[config.mk]
export PLATFORM = sky130hd
export DESIGN_NAME = ac_snoop_scheduler
export DESIGN_NICKNAME = d
export VERILOG_FILES = /design/src/rtl/ac_snoop_scheduler.sv
export SDC_FILE = /design/constraint.sdc
export NUM_CORES = 1
export LEC_CHECK = 0
export CELL_PAD_IN_SITES_DETAIL_PLACEMENT = 1
export CELL_PAD_IN_SITES_GLOBAL_PLACEMENT = 1
export CORE_UTILIZATION = 32
export CTS_CLUSTER_SIZE = 8
export DETAILED_ROUTE_END_ITERATION = 12
export GPL_TIMING_DRIVEN = 0
export PLACE_DENSITY = 0.85
export REMOVE_ABC_BUFFERS = 1
export SYNTH_ARGS = -nofsm -noshare
export SYNTH_HDL_FRONTEND = slang
export SYNTH_SLANG_ARGS = --single-unit
[constraint.sdc]
create_clock -name ACLK -period 3.1 [get_ports ACLK]
set_input_delay 0.465 -clock ACLK [delete_from_list [all_inputs] [get_ports ACLK]]
set_output_delay 0.465 -clock ACLK [all_outputs]
set_load 0.05 [all_outputs]
[src/rtl/ac_snoop_scheduler.sv]
// ac_snoop_scheduler: round-robin ACE snoop broadcaster.
// One originator is granted at a time. Its snoop is broadcast on the AC
// channel to every other master, all CR responses are collected and ORed,
// and a one-cycle completion pulse is returned to the originator.
module ac_snoop_scheduler #(
   parameter int NUM_M    = 8,
   parameter int CRRESP_W = 5
) (
   input  logic                        ACLK,
   input  logic                        ARESET,
   input  logic [NUM_M-1:0]            snoop_req,
   input  logic [NUM_M-1:0]            snoop_is_wr,
   output logic [2*NUM_M-1:0]          mux_sel,
   output logic [NUM_M-1:0]            ACVALID,
   input  logic [NUM_M-1:0]            ACREADY,
   input  logic [NUM_M-1:0]            CRVALID,
   output logic [NUM_M-1:0]            CRREADY,
   input  logic [NUM_M*CRRESP_W-1:0]   CRRESP,
   output logic [NUM_M-1:0]            snoop_done,
   output logic [CRRESP_W-1:0]         snoop_resp,
   output logic                        busy
);

   typedef enum logic [1:0] {
      ST_IDLE = 2'd0,
      ST_ADDR = 2'd1,
      ST_RESP = 2'd2,
      ST_DONE = 2'd3
   } state_e;

   // One-hot decode of a master index.
   function automatic logic [NUM_M-1:0] onehot(input logic [2:0] idx);
      logic [NUM_M-1:0] v;
      v      = {NUM_M{1'b0}};
      v[idx] = 1'b1;
      return v;
   endfunction

   // Round-robin pick: first requester found searching upward from ptr+1.
   // Iterating from the lowest priority slot down lets the last hit win.
   function automatic logic [2:0] rr_pick(input logic [NUM_M-1:0] req,
                                          input logic [2:0]       ptr);
      logic [2:0] pick;
      logic [2:0] idx;
      pick = 3'd0;
      for (int i = NUM_M; i >= 1; i--) begin
         idx = ptr + 3'(i);
         if (req[idx]) begin
            pick = idx;
         end else begin
            pick = pick;
         end
      end
      return pick;
   endfunction

   // OR together the CRRESP fields of every master handshaking this cycle.
   function automatic logic [CRRESP_W-1:0] collect(input logic [NUM_M-1:0]          hs,
                                                   input logic [NUM_M*CRRESP_W-1:0] resp);
      logic [CRRESP_W-1:0] r;
      r = {CRRESP_W{1'b0}};
      for (int j = 0; j < NUM_M; j++) begin
         if (hs[j]) begin
            r = r | resp[j*CRRESP_W +: CRRESP_W];
         end else begin
            r = r;
         end
      end
      return r;
   endfunction

   state_e                state_q,    state_d;
   logic [2:0]            gnt_q,      gnt_d;
   logic [2:0]            rr_ptr_q,   rr_ptr_d;
   logic [NUM_M-1:0]      ac_pend_q,  ac_pend_d;
   logic [NUM_M-1:0]      cr_pend_q,  cr_pend_d;
   logic [CRRESP_W-1:0]   acc_q,      acc_d;
   logic [2*NUM_M-1:0]    mux_sel_q,  mux_sel_d;
   logic [NUM_M-1:0]      done_q,     done_d;
   logic [CRRESP_W-1:0]   resp_q,     resp_d;
   logic                  busy_q,     busy_d;

   logic [2:0]            pick_s;
   logic [NUM_M-1:0]      pick_oh_s;
   logic [NUM_M-1:0]      ac_hs_s;
   logic [NUM_M-1:0]      cr_hs_s;

   assign pick_s    = rr_pick(snoop_req, rr_ptr_q);
   assign pick_oh_s = onehot(pick_s);
   // The pending masks are zero outside their own state, so they drive the
   // handshake outputs directly.
   assign ac_hs_s   = ac_pend_q & ACREADY;
   assign cr_hs_s   = cr_pend_q & CRVALID;

   // Next-state and next-output logic of the snoop FSM.
   always_comb begin
      state_d   = state_q;
      gnt_d     = gnt_q;
      rr_ptr_d  = rr_ptr_q;
      ac_pend_d = ac_pend_q;
      cr_pend_d = cr_pend_q;
      acc_d     = acc_q;
      mux_sel_d = mux_sel_q;
      done_d    = {NUM_M{1'b0}};
      resp_d    = {CRRESP_W{1'b0}};
      case (state_q)
         ST_IDLE: begin
            if (|snoop_req) begin
               state_d   = ST_ADDR;
               gnt_d     = pick_s;
               ac_pend_d = ~pick_oh_s;
               if (snoop_is_wr[pick_s]) begin
                  mux_sel_d = {pick_oh_s, {NUM_M{1'b0}}};
               end else begin
                  mux_sel_d = {{NUM_M{1'b0}}, pick_oh_s};
               end
            end else begin
               mux_sel_d = {2*NUM_M{1'b0}};
            end
         end
         ST_ADDR: begin
            ac_pend_d = ac_pend_q & ~ac_hs_s;
            if (ac_pend_d == {NUM_M{1'b0}}) begin
               state_d   = ST_RESP;
               cr_pend_d = ~onehot(gnt_q);
            end else begin
               state_d   = ST_ADDR;
            end
         end
         ST_RESP: begin
            cr_pend_d = cr_pend_q & ~cr_hs_s;
            acc_d     = acc_q | collect(cr_hs_s, CRRESP);
            if (cr_pend_d == {NUM_M{1'b0}}) begin
               state_d   = ST_DONE;
               mux_sel_d = {2*NUM_M{1'b0}};
               done_d    = onehot(gnt_q);
               resp_d    = acc_d;
            end else begin
               state_d   = ST_RESP;
            end
         end
         ST_DONE: begin
            state_d  = ST_IDLE;
            rr_ptr_d = gnt_q;
            acc_d    = {CRRESP_W{1'b0}};
         end
         default: begin
            state_d   = ST_IDLE;
            ac_pend_d = {NUM_M{1'b0}};
            cr_pend_d = {NUM_M{1'b0}};
            acc_d     = {CRRESP_W{1'b0}};
            mux_sel_d = {2*NUM_M{1'b0}};
         end
      endcase
      busy_d = (state_d != ST_IDLE);
   end

   // State and output registers; reset abandons any snoop in flight.
   always_ff @(posedge ACLK or posedge ARESET) begin
      if (ARESET) begin
         state_q   <= ST_IDLE;
         gnt_q     <= 3'd0;
         rr_ptr_q  <= 3'd7;
         ac_pend_q <= {NUM_M{1'b0}};
         cr_pend_q <= {NUM_M{1'b0}};
         acc_q     <= {CRRESP_W{1'b0}};
         mux_sel_q <= {2*NUM_M{1'b0}};
         done_q    <= {NUM_M{1'b0}};
         resp_q    <= {CRRESP_W{1'b0}};
         busy_q    <= 1'b0;
      end else begin
         state_q   <= state_d;
         gnt_q     <= gnt_d;
         rr_ptr_q  <= rr_ptr_d;
         ac_pend_q <= ac_pend_d;
         cr_pend_q <= cr_pend_d;
         acc_q     <= acc_d;
         mux_sel_q <= mux_sel_d;
         done_q    <= done_d;
         resp_q    <= resp_d;
         busy_q    <= busy_d;
      end
   end

   assign mux_sel    = mux_sel_q;
   assign ACVALID    = ac_pend_q;
   assign CRREADY    = cr_pend_q;
   assign snoop_done = done_q;
   assign snoop_resp = resp_q;
   assign busy       = busy_q;

endmodule

==> impl_metrics.ini, run 1 <==
[floorplanning]
chipHeight_um = 112
horiz_die_dim_um = 112
rows = 39
pin_count = 120
initial_core_util_pct = 33.3
core_box_area_sq_um = 11600
floorplan.die_area_sq_um = 12500

[critical_path]
criticalPathCategory = reg2reg
worstSetupStartpointType = flop
crit_required_ns = 3.33
worst-r2r-cell-count = 10
cp_max_fo = 7
cp-end-kind = flop
worst_ep_arrival_time_ns = 3.48

[min_path]
hold_class = reg2reg
hold_depth = 2

[synthesis]
synth.cell_area_sq_um = 3850
synth_seq_area_share_pct = 38.4
ys_async_sr_fraction_pct = 100
synth_edf_count = 0
yosysUniqueCellTypes = 63
count_of_mapped_cells_out_of_synthesis = 418
avgSynthCellArea_sq_um = 9.21
register_bit_total_from_synthesis = 59
yosys_warnings = 0
synthFlopType = dfrtp_1

[cts]
tritoncts = built
post_cts_hold_buffer_count = 0
tritoncts.num_buffers = 9
cts.clk_slew.worst_paths_ns = 0.06
clkLatencyLatePin_ns = 0.33
clock_tree.root_cell = clkbuf_16
cts_htree_levels = 3
tritoncts_num_sinks = 59
cts-root-to-sink-buffers = 2

[global_routing]
grt_start_max_net_pins = 34
grt_pass1_vias = 4436
grt_util_all_layers_pct = 25.5
antenna_found_initial = 0
grt_pass1_wl_um = 24600
globalRoute.totalOverflow = 0

[cells_and_area]
area_growth_syn_to_layout_pct = 54.3
share_of_layout_cells_above_drive_strength_1_pct = 19.9
layout_commonest_cell = clkdlybuf4s50_1
final_core_utilization_pct = 51.4
finalNetCount = 620
diodes = 0
most-common-layout-cells = clkdlybuf4s50_1 (119), dfrtp_1 (56), nand2_1 (34), nor2_1 (30), inv_1 (26)

[route]
drt.antenna.violating_nets = 0
remaining_drc_errors = 18
detail_route.vias_per_cell = 6.02
wire_per_inst_um = 23.0
dr_iter_0_viols = 256
finalWirelength_um = 15900
firstDrtPassIters = 9
route.vias.total = 4163

[sta]
worst_max_slew_margin_expressed_relative_to_the_limit_pct = 36.1
timing.final.crit_period_ns = 3.26
unrepaired_setup_endpoints_after_global_routing = true
timing.final.setup_violations = 16
timing.final.max_slew_violations = 0
postLayoutSetupSlackWorst_ns = -0.155
worst_pin_slew_ns = 0.956
max_freq_mhz = 307
period_share_pct = 105
hold_viol = 0
clock_skew_ns = 0.0105

[status]
run_status = finished, violations left
violations = DRC, setup timing

[pwr]
ir_worst_vdd_mv = 0.671
leakage_nw = 2.40
p_per_area_nw_per_um2 = 1300

[placed_design]
place_ws_ns = -1.06
portBuffers = 119
globalplace.congestion = 0.839
post-dp-hpwl_um = 10500

[job]
max_cap_viol_count = 0
## stage by stage
step                instance area, sq um  instances  TNS, ns  hold WS (ns)  total power, mW
floorplan                           3730        395    -9.72         0.477             4.08
global placement                    5100        657   -32.93         0.467             5.13
detailed placement                  5140        659   -25.22         0.486             5.42
CTS                                 5790        688  -0.0782         0.495             7.23
global route                        5940        691    -2.31         0.515             8.05
finish                              5940        691   -0.737         0.488             7.71
## path summary, 6_finish.rpt
check / startpoint / to / slack, ns
setup / recovery: rr_ptr_q[0] / mux_sel[6] / -0.16
hold / removal: mux_sel[4] / mux_sel[4] / 0.49
hold reg to reg: mux_sel[4] / mux_sel[4] / 0.49
max in group asynchronous: ARESET / rr_ptr_q[1] / 1.83
setup reg to reg: rr_ptr_q[0] / mux_sel[6] / -0.16
min in group asynchronous: ARESET / snoop_resp[2] / 0.58
## area by class of cell
| type | instances | area, sq um |
|---|---|---|
| fillers | 1298 | 5620 |
| clock buffers | 11 | 253 |
| multi-input cells | 307 | 2460 |
| well taps | 143 | 179 |
| flip-flops and latches | 59 | 1490 |
| clock inverters | 4 | 73.8 |
| inverters | 29 | 121 |
| repair buffers | 138 | 1370 |
## worst max-delay path: stages, from the launching register on
cell,delay (ns)
dfstp_4,0.71
inv_8,0.05
ha_4,0.33
buf_6,0.15
mux2_4,0.31
mux4_2,0.47
o31a_1,0.12
o211ai_1,0.22
a221o_2,0.31
o211ai_1,0.17
o31ai_1,0.32
## logic make-up after synthesis
kind of cell / synth area share (%)
mux: 12.1
fa+ha+maj: 0.650
simple gates: 17.3
xor+xnor: 0.910
flops: 38.4
buf+inv: 6.11
compound gates: 24.5
## registers in the layout, summed over array words and instances, names as in the netlist
signal	count
busy	1
ACVALID	8
CRREADY	8
acc_q	5
gnt_q	3
rr_ptr_q	3
snoop_done	8
snoop_resp	5
mux_sel	16
state_q	2
## where the power goes
| part | leakage (nW) | internal (mW) | switching (mW) |
|---|---|---|---|
| clock network | 0.162 | 0.743 | 0.370 |
| logic | 1.48 | 2.05 | 3.07 |
| registers | 0.765 | 1.07 | 0.408 |
## layer usage
| layer | up-vias | GRT usage (%) | wire length (um) |
|---|---|---|---|
| li1 | 1836 | - | - |
| met1 | 2097 | 27.9 | 6070 |
| met2 | 184 | 47.6 | 8300 |
| met3 | 46 | 6.48 | 1110 |
| met4 | 0 | 8.65 | 439 |
| met5 | - | 0 | 0 |
## cells in the mapped netlist (all sizes together) (3+ instances only)
library cell  number  area share (%)
a211o              3            0.68
a211oi             4            0.91
a21o               6             1.2
a21oi             22             2.9
a221oi             4             1.1
a311oi             4            0.91
a31oi             11             1.8
a32o               8             2.1
a32oi              4            0.91
and2               8             1.4
buf               12             2.1
clkbuf            11             1.1
dfrtp             56              36
dfstp              3             2.0
inv               29             3.0
mux2               9             2.6
mux2i             14             3.6
mux4              10             5.8
nand2             34             3.3
nand2b             3            0.49
nand3             25             3.2
nand4              5            0.81
nor2              32             3.2
nor2b              6            0.98
nor3              11             1.4
nor4               6            0.98
o211a              3            0.78
o211ai             3            0.58
o21ai             21             2.7
o22ai             11             1.8
o2bb2ai            3            0.68
o31ai              7             1.4
o41ai              3            0.88
## timing repair
| action | in CTS | in global routing |
|---|---|---|
| setup endpoints to repair | 27 | 26 |
| gates resized for setup | 41 | 25 |
| setup buffers | 14 | 3 |
| pin swaps | 7 | 18 |
Note: power is estimated with default switching activity, not from simulation.
==> run 2, diff against run 1 <==
Settings changed: CAP_MARGIN from default to 15, CTS_CLUSTER_SIZE 8 to default, REMOVE_ABC_BUFFERS 1 to default.
==> run 2 against run 1 <==
Worst setup slack gained 0.062 ns. Non-clock buffer count grew 27. Sequential power decreased by 11%. Fmax up 1.9%. Clock skew down 0.0057 ns. Die area is the same. Power is 6.3% higher. First-iteration DRC count shrank 30%. Count of clock-buffer cells in the layout unchanged. The flow still finishes with violations (DRC, setup timing).
==> impl_metrics.ini, run 2 (synthesized netlist as in run 1, its figures left out) <==
[cells_and_area]
diodes = 0
largest_register_ffs = 16
layout_commonest_cell = clkdlybuf4s50_1
finalNetCount = 647
area_growth_syn_to_layout_pct = 60.6
share_of_layout_cells_above_drive_strength_1_pct = 24.7
most-common-layout-cells = clkdlybuf4s50_1 (117), dfrtp_1 (56), nand2_1 (33), nor2_1 (29), inv_1 (26)
fill_cells = 1274
finish.cell_count_without_fillers = 718

[pwr]
switching_share_pct = 48.4
p_clk_share_pct = 13.4
net-switching-power_mw = 3.97
ir_worst_vdd_mv = 0.704
power.share.sequential_pct = 16.1
leakage_nw = 2.51
p_per_area_nw_per_um2 = 1330
comb_power_share_pct = 70.5
internal-power_mw = 4.22

[status]
run_status = finished, violations left
violations = DRC, setup timing

[sta]
worst_pin_slew_ns = 0.886
postLayoutSetupSlackWorst_ns = -0.0933
timing.final.crit_period_ns = 3.19
max_freq_mhz = 313
unrepaired_setup_endpoints_after_global_routing = true
hold_viol = 0
timing.final.setup_violations = 14
period_share_pct = 103
clock_skew_ns = 0.00487
timing.final.max_slew_violations = 0
worst_max_slew_margin_expressed_relative_to_the_limit_pct = 40.7

[floorplanning]
chipHeight_um = 112
horiz_die_dim_um = 112
floorplan.die_area_sq_um = 12500
initial_core_util_pct = 33.3
core_box_area_sq_um = 11600
pin_count = 120
rows = 39

[cts]
cts.clk_slew.worst_paths_ns = 0.05
cts_htree_levels = 3
clock_tree.root_cell = clkbuf_16
tritoncts = built
clkLatencyLatePin_ns = 0.33
cts-root-to-sink-buffers = 2
tritoncts_num_sinks = 59
post_cts_hold_buffer_count = 0
tritoncts.num_buffers = 9

[global_routing]
grt_start_max_net_pins = 31
grt_util_all_layers_pct = 23.5
grt_pass1_vias = 4451
antenna_found_initial = 0
grt_pass1_wl_um = 23100
globalRoute.totalOverflow = 0

[critical_path]
crit_required_ns = 3.32
worst_ep_arrival_time_ns = 3.41
cp_max_fo = 6
criticalPathCategory = reg2reg
worstSetupStartpointType = flop
cp-end-kind = flop

[min_path]
hold_class = reg2reg

[route]
detail_route.vias_per_cell = 5.90
drt.antenna.violating_nets = 0
wire_per_inst_um = 21.4
finalWirelength_um = 15400
firstDrtPassIters = 9
dr_iter_0_viols = 179
route.vias.total = 4233
remaining_drc_errors = 5

[placed_design]
post-dp-hpwl_um = 10500
globalplace.congestion = 0.923
dp_cells = 679
place_ws_ns = -0.492
portBuffers = 117

[job]
max_cap_viol_count = 0

[synthesis]
synth_nets = 494
run 2: cell types whose count changed in the layout (fill, tap and decap cells not counted), sizes merged:
cell           change
buf               +18
clkdlybuf4s50      -2
clkbuf            +11
run 2: worst max-delay path, stage by stage (launching register included):
cell     delay (ns)
dfstp_2        0.55
buf_8          0.12
inv_8          0.03
ha_4           0.32
buf_8          0.13
buf_6          0.10
mux4_2         0.31
nor2b_4        0.17
buf_4          0.14
nor3_2         0.19
o32ai_2        0.15
a221o_2        0.37
buf_4          0.17
o41ai_1        0.32
run 2: final timing paths:
check / end / depth (start not counted) / slack, ns / start
setup / recovery: mux_sel[3] / 13 / -0.09 / rr_ptr_q[0]
hold / removal: mux_sel[3] / 2 / 0.48 / mux_sel[3]
setup reg to reg: mux_sel[3] / 13 / -0.09 / rr_ptr_q[0]
hold reg to reg: mux_sel[3] / 2 / 0.48 / mux_sel[3]
max in group asynchronous: rr_ptr_q[1] / 3 / 1.88 / ARESET
min in group asynchronous: snoop_resp[0] / 2 / 0.55 / ARESET
run 2: power by group through the flow:
| stage | clock network, mW | registers, mW | logic (mW) |
|---|---|---|---|
| after global placement | 0 | 1.31 | 4.06 |
| after floorplan | 0 | 1.93 | 2.30 |
| final | 1.10 | 1.32 | 5.78 |
| after detailed placement | 0 | 1.33 | 4.18 |
| after CTS | 1.10 | 1.32 | 4.67 |
| after global routing | 1.14 | 1.36 | 6.06 |
run 2: per-layer routing:
layer / global-route usage, % / up-vias / part of all wire [%]
met5: 0 / - / 0
met4: 9.01 / 0 / 2.3
met3: 4.35 / 33 / 5.7
met2: 41.3 / 174 / 52
met1: 28.3 / 2138 / 40
li1: - / 1888 / -
run 2: layout make-up:
type,instances,area [sq um],area share [%]
Multi-Input combinational cell,307,2540,41.0
Tap cell,143,179,2.89
Sequential cell,59,1480,23.9
Clock inverter,4,73.8,1.19
Clock buffer,11,253,4.09
Timing Repair Buffer,143,1400,22.6
Buffer,22,141,2.29
Inverter,29,124,2.00
run 2: through the flow:
step                      hold slack [ns]  utilization [%]  TNS (ns)  power (mW)  instance area, sq um
after floorplan                     0.477                -         0        4.23                  3860
after global placement              0.462             45.1     -8.32        5.37                  5210
after global routing                0.519             53.5     -2.26        8.56                  6180
after detailed placement            0.471             45.2    -10.83        5.51                  5230
final                               0.483             53.5    -0.508        8.19                  6180
after CTS                           0.488             49.9    -0.683        7.09                  5770
run 2: repair_timing:
item	CTS	global route
pin swaps	13	24
setup buffers	10	15
endpoints found under the setup margin	27	27
resized for setup	29	63
==> variant 1 (settings of run 1) <==
The parameter `CRRESP_W` goes from 5 to 10.
--- a/src/rtl/ac_snoop_scheduler.sv
+++ b/src/rtl/ac_snoop_scheduler.sv
@@ -4,7 +4,7 @@
 // and a one-cycle completion pulse is returned to the originator.
 module ac_snoop_scheduler #(
    parameter int NUM_M    = 8,
-   parameter int CRRESP_W = 5
+   parameter int CRRESP_W = 10
 ) (
    input  logic                        ACLK,
    input  logic                        ARESET,
Interface: changed (resized CRRESP and snoop_resp); port bits go from 120 to 165. No check against the original RTL was run, so the function may have changed too.
==> variant 1 against run 1 <==
- synthesized cell count grew 12%
- first-iteration DRC count is 31% higher
- via count grew 18%
- synthesized area grew 14%
- critical path depth is the same
- setup slack worse by 0.24 ns
- clock power up 12%
- highest routed layer unchanged
- final area rose by 21%
- critical path type unchanged
- routed wire length rose by 24%
- the flow finishes with violations (setup timing)
- sequential cell count up 10
- total power grew 26%
==> variant 1: results (changes against run 1) <==
Status: finished with violations
Failing checks: setup timing
Pin count of the biggest net entering global routing: 70 (+110%)
CP top delay family: compound AO/OA/AOI/OAI gates
Reg-to-Reg End: ACVALID[7]$_DFFE_PP0P_
Share of the synthesized area in the top cell type: 37.5% (+1.1 points)
Share of cells above drive strength 1: 20.5% (+0.60 points)
Worst r2r src: rr_ptr_q[1]$_DFFE_PP1P_
Via Count: 4907 (+18%)
Max IR drop VDD: 0.000624 V (-7.0%)
DR pass1 iterations: 5 (-4)
Worst Tran Pin Value: 0.878 ns (-0.0777 ns)
Cts bufs inserted: 9 (unchanged)
DP Worst Slack: -1.23 ns (-0.176 ns)
Distinct cell type count after synthesis: 64 (+1.6%)
DPL Wire Length: 12.3 mm (+17%)
Initial drt markers: 335 (+31%)
Critical path arrival: 3.66 ns (+0.18 ns)
Ant diodes: 0 (unchanged)
Drt total wl: 19.8 mm (+24%)
Global-route wire length before repair: 29.2 mm (+19%)
Number of global-route vias before repair: 5373 (+21%)
Pleak: 2.87 nW (+19%)
Clock Tree Buf Depth: 2 (unchanged)
Ys Warns: 0 (unchanged)
Sequential share of the synthesized area: 39.3% (+0.81 points)
Synth area leaders: dfrtp_1, a22oi_1, mux4_2
R2r worst-path depth: 10 (unchanged)
CP max FO: 5 (-2)
Inst Count DP: 780 (+18%)
Fin worst setup slack: -0.393 ns (-0.237 ns)
GRT Total Usage: 26.7% (+1.2 points)
Final #Nets: 760 (+23%)
RePlAce Congestion: 0.856 (+1.9%)
Mapped Cells: 468 (+12%)
Setup-failing EPs final: 26 (+10)
Buffers on Ports: 164 (+38%)
Worst stage delay on the critical path: 0.64 ns (-0.07 ns)
Fill count: 1514 (+17%)
==> variant 1: final cells by class <==
class	instances	area [um2]	share of cell area [%]
tap	176	220	3.07
multi-input combinational	334	2800	39.0
timing repair buffer	191	1910	26.6
sequential	69	1740	24.2
inverter	39	153	2.13
clock buffer	13	270	3.77
clock inverter	3	90.1	1.26
==> variant 1: through the flow <==
stage,util (%),area [um2],TNS [ns],hold slack (ns),total power [W]
after floorplan,-,4270,-11.26,0.505,0.00469
after CTS,52.6,7020,-0.763,0.491,0.00898
final,53.7,7170,-4.16,0.495,0.00969
after global routing,53.7,7170,-5.98,0.511,0.0100
after global placement,45.9,6130,-40.06,0.470,0.00592
after detailed placement,45.9,6130,-29.90,0.478,0.00611
==> variant 1: worst min path at each step <==
stage / start / end / depth (start not counted)
finish: mux_sel[13]$_DFFE_PP0P_ / mux_sel[13]$_DFFE_PP0P_ / 1
global route: mux_sel[13]$_DFFE_PP0P_ / mux_sel[13]$_DFFE_PP0P_ / 1
detailed placement: mux_sel[10]$_DFFE_PP0P_ / mux_sel[10]$_DFFE_PP0P_ / 2
CTS: mux_sel[10]$_DFFE_PP0P_ / mux_sel[10]$_DFFE_PP0P_ / 2
floorplan: acc_q[0]$_DFFE_PP0P_ / acc_q[0]$_DFFE_PP0P_ / 2
global placement: mux_sel[3]$_DFFE_PP0P_ / mux_sel[3]$_DFFE_PP0P_ / 2
==> variant 1: logic make-up after synthesis <==
logic type / count (synthesis) / share of synthesized area [%]
compound gates: 166 / 27.0
simple gates: 127 / 13.8
flops: 69 / 39.3
buf+inv: 67 / 6.56
mux: 34 / 12.2
xor+xnor: 3 / 0.596
fa+ha+maj: 2 / 0.568
==> variant 1: layer usage <==
metal | track usage, % | wire, um | up-vias
met5 | 0 | 0 | -
met4 | 13.5 | 650 | 0
met3 | 5.17 | 953 | 58
met2 | 47.1 | 10600 | 214
met1 | 30.8 | 7560 | 2527
li1 | - | - | 2108
==> variant 1: worst reg2reg max path, delay by kind of cell (launching register included) <==
kind,cells,cell delay (ns)
AO/OA/AOI/OAI,4,1.03
adder cells (fa/ha/maj),1,0.35
buffers and inverters,3,0.45
flip-flops,1,0.64
multiplexers,2,0.87
==> variant 1: timing repair <==
action,in CTS,in global routing
resized for setup,73,25
buffers inserted,24,3
pin swaps,19,8
setup endpoints to repair,31,31
cloned,2,0
==> variant 1: power groups by stage <==
| stage | combinational [W] | sequential, W | clock (W) |
|---|---|---|---|
| after global routing | 0.00716 | 0.00161 | 0.00129 |
| after detailed placement | 0.00447 | 0.00163 | 0 |
| after CTS | 0.00618 | 0.00156 | 0.00124 |
| after global placement | 0.00431 | 0.00161 | 0 |
| after floorplan | 0.00249 | 0.00220 | 0 |
| final | 0.00688 | 0.00157 | 0.00124 |
==> variant 2 (config.mk and constraints of run 1) <==
Made on the original files. Re-encode `state_e` (4 states) as one-hot, 4 bits wide.
--- a/src/rtl/ac_snoop_scheduler.sv
+++ b/src/rtl/ac_snoop_scheduler.sv
@@ -21,11 +21,11 @@
    output logic                        busy
 );
 
-   typedef enum logic [1:0] {
-      ST_IDLE = 2'd0,
-      ST_ADDR = 2'd1,
-      ST_RESP = 2'd2,
-      ST_DONE = 2'd3
+   typedef enum logic [3:0] {
+      ST_IDLE = 4'b0001,
+      ST_ADDR = 4'b0010,
+      ST_RESP = 4'b0100,
+      ST_DONE = 4'b1000
    } state_e;
 
    // One-hot decode of a master index.
Check against the original RTL: no difference found for any inputs over 4 cycles, from zero or initial values and one cycle with ARESET high; so few cycles prove little.
==> variant 2 against run 1 <==
- the flow finishes with violations (setup timing)
- sequential cell count up 2
- total power decreased by 19%
- cell count increased by 2.9%
- routed wire length shrank 8.9%
- setup slack better by 0.10 ns
- final area fell by 1.5%
- synthesized area up 1.3%
- first-iteration DRC count down 33%
==> variant 2: results (changes against run 1) <==
Status: finished with violations
Failing checks: setup timing
DP Worst Slack: -0.924 ns (+0.132 ns)
Comb group: 0.00389 W (-24%)
Xor/xnor share of the synthesized area: 1.54% (+0.63 points)
Final Skew: 0.00431 ns (-0.00622 ns)
Setup-failing EPs final: 5 (-11)
CP max FO: 12 (+5)
Via Count: 4026 (-3.3%)
Sequential share of cell area: 26.2% (+1.1 points)
Sw Pwr: 0.00305 W (-21%)
Number of global-route vias before repair: 4165 (-6.1%)
Post-synthesis mux area share: 11.7% (-0.38 points)
Buffer count from post-CTS setup fixing: 10 (-4)
Clock buffers: 9 (-2)
Max IR drop VDD: 0.000580 V (-14%)
Share of cells above drive strength 1: 15.8% (-4.0 points)
M2 GR Usage: 41.1% (-6.5 points)
RePlAce Congestion: 0.842 (+0.27%)
DR pass1 iterations: 4 (-5)
Buffers, non-clock: 137 (-0.72%)
Fin worst setup slack: -0.0532 ns (+0.102 ns)
Met3 Use GR: 3.67% (-2.8 points)
Most frequent cells after synthesis: dfrtp_1, nand3_1, nor2_1, o21ai_0, nand2_1
Distinct cell type count after synthesis: 55 (-13%)
Post-synthesis compound-gate area fraction: 17.5% (-7.0 points)
Cts repair resizes: 23 (-44%)
Worst stage delay on the critical path: 0.67 ns (-0.04 ns)
Met1 Track Usage GR: 26.5% (-1.4 points)
Non-clock buffer share: 23.2% (+0.25 points)
Area Growth Syn to Fin: 49.9%
CP top delay family: multiplexers
Pleak: 2.32 nW (-3.6%)
Initial drt markers: 172 (-33%)
Worst relative slew slack: 35.5% (-0.60 points)
Fraction of standard cell area in multi-input logic: 40.2% (-1.2 points)
Layout Utilization: 50.2% (-1.2 points)
Synth Area in Adders: 0.641% (-0.0085 points)
Post-synthesis register bit count: 61 (+3.4%)
GRT Total Usage: 22.6% (-3.0 points)
## variant 2: changes by cell type after synthesis, moves of 8 or more
cell and change:
o21ai_0 +23, nor2_1 +11, nand3_1 +21, o211ai_1 +9, a32o_1 -8, a21oi_1 -19, a31oi_1 -9
## variant 2: final timing paths
kind | to | slack [ns]
worst max-delay path | mux_sel[3]$_DFFE_PP0P_ | -0.05
worst min-delay path | acc_q[4]$_DFFE_PP0N_ | 0.49
worst max register to register | mux_sel[3]$_DFFE_PP0P_ | -0.05
worst min register to register | acc_q[4]$_DFFE_PP0N_ | 0.49
max in group asynchronous | rr_ptr_q[1]$_DFFE_PP1P_ | 1.95
min in group asynchronous | ACVALID[6]$_DFFE_PP0P_ | 0.50
## variant 2: through the flow
step | total power, W | hold WS (ns) | instances
detailed placement | 0.00452 | 0.471 | 678
global route | 0.00654 | 0.520 | 711
finish | 0.00623 | 0.486 | 711
CTS | 0.00589 | 0.483 | 704
floorplan | 0.00349 | 0.450 | 415
global placement | 0.00438 | 0.464 | 677
